`config.mk`:
```
export PLATFORM = sky130hd
export DESIGN_NAME = filter_burst_loader
export DESIGN_NICKNAME = d
export VERILOG_FILES = /design/src/rtl/filter_burst_loader.sv
export SDC_FILE = /design/constraint.sdc
export NUM_CORES = 1
export LEC_CHECK = 0
export CORE_MARGIN = 5
export CORE_UTILIZATION = 42
export CTS_BUF_LIST = sky130_fd_sc_hd__clkbuf_2 sky130_fd_sc_hd__clkbuf_4 sky130_fd_sc_hd__clkbuf_8
export DETAILED_ROUTE_END_ITERATION = 6
export PLACE_DENSITY = 0.78
export SLEW_MARGIN = 40
export SYNTH_ARGS = -nofsm -noshare
export SYNTH_HDL_FRONTEND = slang
export SYNTH_SLANG_ARGS = --single-unit
```
`constraint.sdc`:
```
create_clock -name clk -period 2 [get_ports clk]
set_clock_uncertainty 0.05 [all_clocks]
set_input_delay 0.6 -clock clk [delete_from_list [all_inputs] [get_ports clk]]
set_output_delay 0.6 -clock clk [all_outputs]
set_load 0.05 [all_outputs]
```
`src/rtl/filter_burst_loader.sv`:
```
// Filter burst loader: drains filter words from the upstream buffer into NUM_CH
// channel scratchpads, channel-major. Optional FBL_CHECKSUM_EN adds a running checksum output.
module filter_burst_loader #(
  parameter int DATA_W = 16,
  parameter int ADDR_W = 5,
  parameter int NUM_CH = 3,
  parameter int CH_W   = 2
) (
  input  logic              clk,
  input  logic              rst,
  input  logic              start_read,
  input  logic [ADDR_W-1:0] filt_len,
  input  logic              src_valid,
  input  logic [DATA_W-1:0] src_data,
  output logic              src_ren,
  output logic              spad_wen,
  output logic [ADDR_W-1:0] spad_waddr,
  output logic [CH_W-1:0]   spad_ch,
  output logic [DATA_W-1:0] spad_wdata,
  input  logic              done,
  output logic              finish_read,
  output logic              busy
`ifdef FBL_CHECKSUM_EN
  ,
  output logic [DATA_W-1:0] checksum
`endif
);

  typedef enum logic [2:0] {
    S_IDLE    = 3'd0,
    S_WAIT    = 3'd1,
    S_CAPTURE = 3'd2,
    S_WRITE   = 3'd3,
    S_POP     = 3'd4,
    S_FINISH  = 3'd5
  } state_t;

  localparam logic [CH_W-1:0]   LAST_CH  = CH_W'(NUM_CH - 1);
  localparam logic [ADDR_W-1:0] ADDR_ONE = ADDR_W'(1);
  localparam logic [CH_W-1:0]   CH_ONE   = CH_W'(1);

  state_t              state_q, state_d;
  logic [ADDR_W-1:0]   len_q, len_d;
  logic [ADDR_W-1:0]   word_cnt_q, word_cnt_d;
  logic [CH_W-1:0]     ch_cnt_q, ch_cnt_d;
  logic [DATA_W-1:0]   data_q, data_d;
  logic                last_word;

`ifdef FBL_CHECKSUM_EN
  logic [DATA_W-1:0]   csum_q, csum_d;

  function automatic logic [DATA_W-1:0] wrap_add(input logic [DATA_W-1:0] a,
                                                 input logic [DATA_W-1:0] b);
    return a + b;
  endfunction
`endif

  always_ff @(posedge clk or posedge rst) begin
    if (rst) begin
      state_q    <= S_IDLE;
      len_q      <= '0;
      word_cnt_q <= '0;
      ch_cnt_q   <= '0;
      data_q     <= '0;
`ifdef FBL_CHECKSUM_EN
      csum_q     <= '0;
`endif
    end else begin
      state_q    <= state_d;
      len_q      <= len_d;
      word_cnt_q <= word_cnt_d;
      ch_cnt_q   <= ch_cnt_d;
      data_q     <= data_d;
`ifdef FBL_CHECKSUM_EN
      csum_q     <= csum_d;
`endif
    end
  end

  assign last_word = (word_cnt_q == len_q - ADDR_ONE);

  always_comb begin
    state_d    = state_q;
    len_d      = len_q;
    word_cnt_d = word_cnt_q;
    ch_cnt_d   = ch_cnt_q;
    data_d     = data_q;
`ifdef FBL_CHECKSUM_EN
    csum_d     = csum_q;
`endif
    unique case (state_q)
      S_IDLE: begin
        if (start_read) begin
          len_d      = filt_len;
          word_cnt_d = '0;
          ch_cnt_d   = '0;
          data_d     = '0;
`ifdef FBL_CHECKSUM_EN
          csum_d     = '0;
`endif
          state_d    = (filt_len == '0) ? S_FINISH : S_WAIT;
        end
      end
      S_WAIT: begin
        if (src_valid) state_d = S_CAPTURE;
      end
      S_CAPTURE: begin
        data_d  = src_data;
        state_d = S_WRITE;
      end
      S_WRITE: begin
`ifdef FBL_CHECKSUM_EN
        csum_d  = wrap_add(csum_q, data_q);
`endif
        state_d = S_POP;
      end
      S_POP: begin
        // Counters advance after the pop so the address shown during WRITE is the word's own.
        if (last_word) begin
          word_cnt_d = '0;
          ch_cnt_d   = ch_cnt_q + CH_ONE;
          state_d    = (ch_cnt_q == LAST_CH) ? S_FINISH : S_WAIT;
        end else begin
          word_cnt_d = word_cnt_q + ADDR_ONE;
          state_d    = S_WAIT;
        end
      end
      S_FINISH: begin
        if (done) state_d = S_IDLE;
      end
      default: state_d = S_IDLE;
    endcase
  end

  assign src_ren     = (state_q == S_POP);
  assign spad_wen    = (state_q == S_WRITE);
  assign finish_read = (state_q == S_FINISH);
  assign busy        = (state_q != S_IDLE);
  assign spad_waddr  = word_cnt_q;
  assign spad_ch     = ch_cnt_q;
  assign spad_wdata  = data_q;
`ifdef FBL_CHECKSUM_EN
  assign checksum    = csum_q;
`endif

endmodule
```
After elaboration in Yosys (flattened, before gate mapping)
Cells that the tools add are included.
- flip-flop bits (word level): 31
- bits of input ports: 26
- output and inout port bits: 27
- logic and storage cells: 44
- add/sub/neg operators: 3
- eq/ne operators: 11
- multiplexer cells: 15
- reductions and logical operators: 10
- operator list (kind ; number):
    one-hot mux 16 bit (2 select lines) ; 1
    two-way mux 3 bit ; 6
    one-hot mux 3 bit (6 select lines) ; 1
    two-way mux 16 bit ; 1
    two-way mux 5 bit ; 2
    one-hot mux 5 bit (2 select lines) ; 1
    == test 3 x 2 -> 1 bit (second input constant) ; 2
    == test 3 bit (second input constant) ; 2
    inequality test 2 bit (second input constant) ; 3
    AND reduction 2 bit ; 3
    AND reduction 3 bit ; 2
    adder 5 x 1 -> 5 bit (second input constant) ; 1
    == test 5 bit ; 1
    logical NOT 5 bit ; 1
    subtractor 5 x 1 -> 5 bit (second input constant) ; 1
    two-way mux 2 bit ; 2
    one-hot mux 2 bit (2 select lines) ; 1
    nonzero test 2 bit ; 2
    == test 3 x 1 -> 1 bit (second input constant) ; 1
    logical NOT 3 bit ; 1
    nonzero test 3 bit ; 1
    adder 2 x 1 -> 2 bit (second input constant) ; 1
    == test 2 bit (second input constant) ; 1
    inequality test 2 x 1 -> 1 bit (second input constant) ; 1

Depth between registers and ports, before layout
Gate-level depths: netlist of run 1.
- depth after elaboration: 4
- mapped depth: 7
- depth with buffers taken out: 7

Worst setup path before layout of run 1
OpenSTA, ideal clock, no wires.
- path type: register -> register
- start point: register len_q[0]
- end point: register word_cnt_q[2], in the netlist spad_waddr[2]
- library setup time: 126 ps
- data arrival time: 1870 ps
- data required time: 1824 ps
- slack: -46 ps
- cell stages (with the launch flop): 8
- buffers on the path: 0
- clock period less this slack: 2046 ps
- cell sequence: dfrtp_1 inv_1 ha_1 nor2b_1 or3_4 a311oi_4 nor2_2 a221o_1
- word-level cells in the longest chain between the ends: 4
- RTL lines (what ; line ; text):
    from (decl) ; 43 ; logic [ADDR_W-1:0] len_q, len_d;
    from (signal assigned) ; 70 ; len_q <= len_d;
    subtractor 5 x 1 -> 5 bit ; 80 ; assign last_word = (word_cnt_q == len_q - ADDR_ONE);
    == test 5 bit ; 80 ;
    two-way mux 5 bit ; 119 ; if (last_word) begin
    one-hot mux 5 bit (2 select lines) ; 91 ; unique case (state_q)
    to (signal assigned) ; 71 ; word_cnt_q <= word_cnt_d;
    to (decl) ; 44 ; logic [ADDR_W-1:0] word_cnt_q, word_cnt_d;
No other way between the ends.
A chain may end at the register's enable or synchronous reset.

Worst setup path after layout of run 1
- start point: register len_q[1]
- end point: register word_cnt_q[2], in the netlist spad_waddr[2]
The elaborated chain is that of the path after synthesis.

==> metrics, run 1 <==
Worst Path Required 2.10 ns; P_int ~2.0 mW; WL final between 3000 and 4000 um; Worst-Margin Slew ~0.59 ns; post-DR wirelength/cell roughly 13 um; gr usage total roughly 15%; CTS Buf Count 5; drt via density about 4.9; clk buf depth 2; class of the tightest hold or removal check flop to flop; DRC 0; Diodes inserted 0; Worst Setup Slack, final 0.0645 ns; period utilization between 90% and 100%; Die Span Y roughly 70 um; row cnt 22; Avg Inst Size Synth between 9 and 10 um2; final core occ between 60 and 70%; ys async rst share between 90% and 100%; drt initial violations 81; part of the Yosys area used for sequential elements roughly 51%; initial core utilization a little over two fifths; distinct cell type count after synthesis 33; Simple-Gate Fraction of Synth Area around a quarter; cell at the slowest stage of the critical path dfrtp_1; RSZ-0062 raised after global routing yes; sw frac 47.3%; IO Count 53; iteration count of the initial detailed-routing pass 4; critical path launch point type flop; Final HPWL DP between 2000 and 3000 um; commonest cells in the netlist 42 x nand2_1, 31 x dfrtp_1, 19 x nand3_1; largest family of logic cells by synthesized area simple AND/OR/NAND/NOR gates; Syn Nets 190; status finished, final reports clean; largest net degree at the start of global routing 21; Max Cap Violations 0; Buf/Inv on CP 1; fin. max-slew vios 0; Hold Vio Cnt, Final 0; post-synthesis mux area share between 5 and 6%; die area 0.00496 mm2; post-synthesis xor/xnor area fraction between 3 and 4%; synthesized area ~0.0015 mm2; Final TNS setup 0 ns; Slew headroom just over 60%; layout cells sized above 1 between 30% and 40%; Setup Viol. Count Final 0; Logic pwr share roughly 58%; critical-path cell list inv_2 -> ha_4 -> nor2b_1 -> or3_4 -> a311oi_4 -> nor2_2 -> a221o_1; GR Overflow Total 0; Clk pwr share between 10% and 20%; total of warnings raised by yosys 0; Post-DRT Antenna Nets 0; PortBufs 52; Sequential Power Share 29.3%; cts hold-fix bufs 0; Synth Instances between 150 and 200; CP Class flop to flop; EDFF count, synth 0; largest vdd supply drop ~0.00086 V; Period minus WS final between 1.5 and 2 ns; Seq cells post-synth 31; H-Tree Depth 2; endpoint type of the worst setup path flop; clock-pin slew on the worst setup and hold paths 0.06 ns; most frequent cell after synthesis nand2_1; gpl congestion about 0.79; initial antenna violation count 0; first-pass GRT wire length 6020 um; Clock Root Buffer clkbuf_8; Core Box Area 0.00361 mm2; total power 3.87 mW; die width about 70 um; clock latency on the worst-skew pair 0.27 ns; Synth Area in Adders 2.44%; CTS tree yes; Worst Path Max Fanout 5; Pwr Density roughly 1700 mW/mm2; Worst EP arrival 2.03 ns; top-area cell type share of the netlist area 50.5%; Synth Area in Compound Gates about 9%; Place WS -0.0814 ns; via count 1347; Max stage delay on crit path about 0.38 ns; vias in the first global route about 1400; Primary FF master, synth dfrtp_1; post-synth top area cell dfrtp_1; fmax about 520 MHz; Hold WS between 0.4 and 0.5 ns; delay-heaviest family, CP compound AO/OA/AOI/OAI gates; area grow syn2layout 51.8%; top post-synthesis cells by area dfrtp_1 51%, nand2_1 10%, nand3_1 6.2%; leakage power 1.13 nW; Sw Pwr roughly 1.8 mW; Sink Count 31; Layout Nets around 250
==> cell type report <==
cell class              instances  area [um2]
well taps                      48        60.1
clock inverters                 1        5.00
fillers                       297        1280
multi-input cells             115         744
flip-flops and latches         31         779
inverters                       7        26.3
clock buffers                   7        83.8
repair buffers                 64         631
==> power by group through the flow <==
stage / Combinational [mW] / Sequential (mW) / Clock (mW)
CTS: 2.23 / 1.11 / 0.496
finish: 2.26 / 1.13 / 0.477
global route: 2.43 / 1.18 / 0.522
floorplan: 0.887 / 1.68 / 0
global placement: 2.17 / 1.11 / 0
detailed placement: 2.21 / 1.11 / 0
==> worst reg2reg max path, stage by stage, from the launching register on <==
cell      delay [ns]
dfrtp_1         0.38
inv_2           0.07
ha_4            0.14
nor2b_1         0.05
or3_4           0.37
a311oi_4        0.35
nor2_2          0.10
a221o_1         0.30
==> sequential cells by signal, indices dropped and copies added, names as in the netlist <==
name        count
state_q         3
spad_ch         2
spad_waddr      5
spad_wdata     16
len_q           5
==> layer usage <==
| metal | up-vias | track usage, % | part of all wire (%) |
|---|---|---|---|
| met5 | - | 0 | 0 |
| met2 | 44 | 22.8 | 43 |
| met3 | 5 | 5.32 | 8.6 |
| li1 | 674 | - | - |
| met1 | 624 | 20.0 | 47 |
| met4 | 0 | 5.74 | 1.4 |
==> cell usage in the layout (no fill, tap or decap), drive strengths merged <==
master and instances:
a21oi 3, a221o 2, a22o 2, a22oi 1, a311oi 1, and2 2
and3b 2, and4bb 1, buf 39, clkbuf 7, clkdlybuf4s50 25, clkinv 1
dfrtp 31, ha 3, inv 7, mux2 6, mux2i 2, nand2 42
nand2b 1, nand3 19, nand3b 1, nor2 4, nor2b 3, nor3 2
nor4 2, nor4b 1, o211ai 1, o21ai 5, o22ai 1, o31ai 1
or3 1, xnor2 4, xor2 2
==> path summary, 6_finish.rpt <==
check / start / cells past startpoint / to / slack, ns
max reg2reg: len_q[1]$_DFFE_PP0P_ / 7 / spad_waddr[2]$_DFFE_PP0P_ / 0.06
min: spad_wdata[1]$_DFFE_PP0P_ / 2 / spad_wdata[1]$_DFFE_PP0P_ / 0.45
max: len_q[1]$_DFFE_PP0P_ / 7 / spad_waddr[2]$_DFFE_PP0P_ / 0.06
min in group asynchronous: rst / 3 / spad_wdata[6]$_DFFE_PP0P_ / 0.60
min reg2reg: spad_wdata[1]$_DFFE_PP0P_ / 2 / spad_wdata[1]$_DFFE_PP0P_ / 0.45
max in group asynchronous: rst / 3 / spad_waddr[2]$_DFFE_PP0P_ / 1.02
==> logic make-up (layout without fill, tap and decap cells) <==
logic type | after synthesis | count (layout)
AND/OR/NAND/NOR | 81 | 81
flip-flops | 31 | 31
AO/OA/AOI/OAI | 17 | 17
buffers and inverters | 15 | 79
multiplexers | 8 | 8
XOR/XNOR | 6 | 6
adder cells (fa/ha/maj) | 3 | 3
==> metrics by stage <==
stage / cell area (um2) / instances
after floorplan: 1550 / 161
after global placement: 2200 / 264
after detailed placement: 2200 / 264
after CTS: 2300 / 273
after global routing: 2330 / 273
final: 2330 / 273
==> timing repair <==
item | in CTS | in global routing
setup endpoints to repair | 4 | 7
pin swaps | 3 | 2
setup buffers | 1 | 0
resized for setup | 2 | 9
Power figures use the tool's default switching activity.
==> run 2, diff against run 1 <==
- CORE_MARGIN: 5 -> 3
- PLACE_DENSITY: 0.78 -> 0.75
- SKIP_LAST_GASP: unset -> 1
==> metrics, run 2 (synthesis gave the netlist of run 1 again) <==
gr usage total approximately 20%; r2r startpoint len_q[2]$_DFFE_PP0P_; status finished, violations left; largest net degree at the start of global routing 32; largest vdd supply drop 0.000857 V; initial core utilization between 40 and 50%; Worst Path Max Fanout 6; H-Tree Depth 2; Period minus WS final slightly above 2 ns; initial antenna violation count 0; Post-DRT Antenna Nets 0; Final TNS setup -0.169 ns; clock latency on the worst-skew pair 0.34 ns; DRC 0; sw frac 47.7%; drt initial violations 64; die width 66.5 um; CP Class flop to flop; post-route cell area about 0.0024 mm2; critical path launch point type flop; Max Cap Violations 0; WL final approximately 4100 um; Pwr Density roughly 1700 mW/mm2; IO Count 53; Sequential Power Share 27.9%; Sink Count 31; Clk pwr share around an eighth; post-DR wirelength/cell between 10 and 15 um; cts hold-fix bufs 0; PortBufs 52; most common cell after layout, fill and taps aside nand2_1; Slew headroom around 65%; max FFs per register 16; Diodes inserted 0; Worst Setup Slack, final -0.0543 ns; class of the tightest hold or removal check flop to flop; first-pass GRT wire length 6730 um; GR Overflow Total 0; vias in the first global route roughly 1500; Sw Pwr just under 2 mW; Clock Root Buffer clkbuf_4; Logic pwr share approximately 59%; FF/Latch Area about 800 um2; iteration count of the initial detailed-routing pass 4; most frequent cells in the layout 39 x nand2_1, 36 x buf_4, 27 x dfrtp_1; Die Span Y 66.5 um; leakage power 1.19 nW; Hold Crit Start spad_wdata[9]$_DFFE_PP0P_; Final HPWL DP between 2000 and 3000 um; Layout Nets about 260; row cnt 21; CP startpoint len_q[2]$_DFFE_PP0P_; failing checks setup timing; via count 1448; period utilization 103%; area grow syn2layout 56.9%; fmax 487 MHz; Hold Vio Cnt, Final 0; clk buf depth 2; Worst Path Required ~2.2 ns; Setup Viol. Count Final 5; RSZ-0062 raised after global routing yes; layout cells sized above 1 between 30% and 40%; die area approximately 0.0044 mm2; drt via density approximately 5.2; gpl congestion ~0.84; Worst-Margin Slew 0.532 ns; CTS tree yes; endpoint type of the worst setup path flop; fin. max-slew vios 0; Core Box Area around 0.0034 mm2; Multi-input gate area slightly below 800 um2; placed cell areas approximately 0.0022 mm2; number of fill cells 274; CTS Buf Count 5; Worst EP arrival ~2.2 ns; clock-pin slew on the worst setup and hold paths approximately 0.10 ns; P_int 2.15 mW
[run 2: power groups by stage]
stage                     Clock (mW)  Sequential [mW]  Combinational (mW)
after floorplan                    0             1.68               0.887
after global placement             0             1.10                2.13
after detailed placement           0             1.12                2.19
after CTS                      0.538             1.12                2.30
after global routing           0.569             1.18                2.61
final                          0.528             1.15                2.44
[run 2: final timing paths]
kind	to	depth (start not counted)	slack, ns
worst max-delay path	spad_waddr[4]$_DFFE_PP0P_	6	-0.05
worst min-delay path	spad_wdata[9]$_DFFE_PP0P_	2	0.46
worst max register to register	spad_waddr[4]$_DFFE_PP0P_	6	-0.05
worst min register to register	spad_wdata[9]$_DFFE_PP0P_	2	0.46
max in group asynchronous	state_q[0]$_DFFE_PP0P_	3	1.02
min in group asynchronous	spad_waddr[4]$_DFFE_PP0P_	3	0.58
[run 2: through the flow]
| stage | worst slack [ns] | util, % | instances | total power, mW | hold slack [ns] |
|---|---|---|---|---|---|
| 3_5_place_dp | -0.117 | 63.3 | 259 | 3.31 | 0.440 |
| 2_1_floorplan | 0.00190 | - | 161 | 2.57 | 0.453 |
| 5_1_grt | -0.114 | 70.5 | 276 | 4.36 | 0.484 |
| 3_3_place_gp | -0.00431 | 63.3 | 259 | 3.23 | 0.433 |
| 6_report | -0.0543 | 70.5 | 276 | 4.11 | 0.463 |
| 4_1_cts | -0.0923 | 67.7 | 272 | 3.95 | 0.465 |
[run 2: layer usage]
layer	track usage (%)	wire length, um	vias to the layer above
met5	0	0	-
met2	33.5	2070	61
met4	6.60	61	0
met1	24.4	1680	695
met3	7.93	335	7
li1	-	-	685
[run 2: area by class of cell]
class                   instances  area share [%]
clock buffers                   6            2.13
clock inverters                 2            1.45
inverters                       7            1.19
multi-input cells             115            32.9
flip-flops and latches         31            32.4
well taps                      46            2.39
repair buffers                 69            27.5
[run 2: worst max-delay path: stages, from the launching register on]
cell	delay (ns)
dfrtp_1	0.47
nor2b_2	0.21
or3_4	0.38
a311oi_4	0.36
buf_4	0.18
nor4_2	0.04
a221o_1	0.25
[run 2: what timing repair did]
action                                  CTS  global route
gates resized for setup                  10            17
pin swaps                                 7             6
buffers inserted                          5             4
endpoints found under the setup margin    8            11
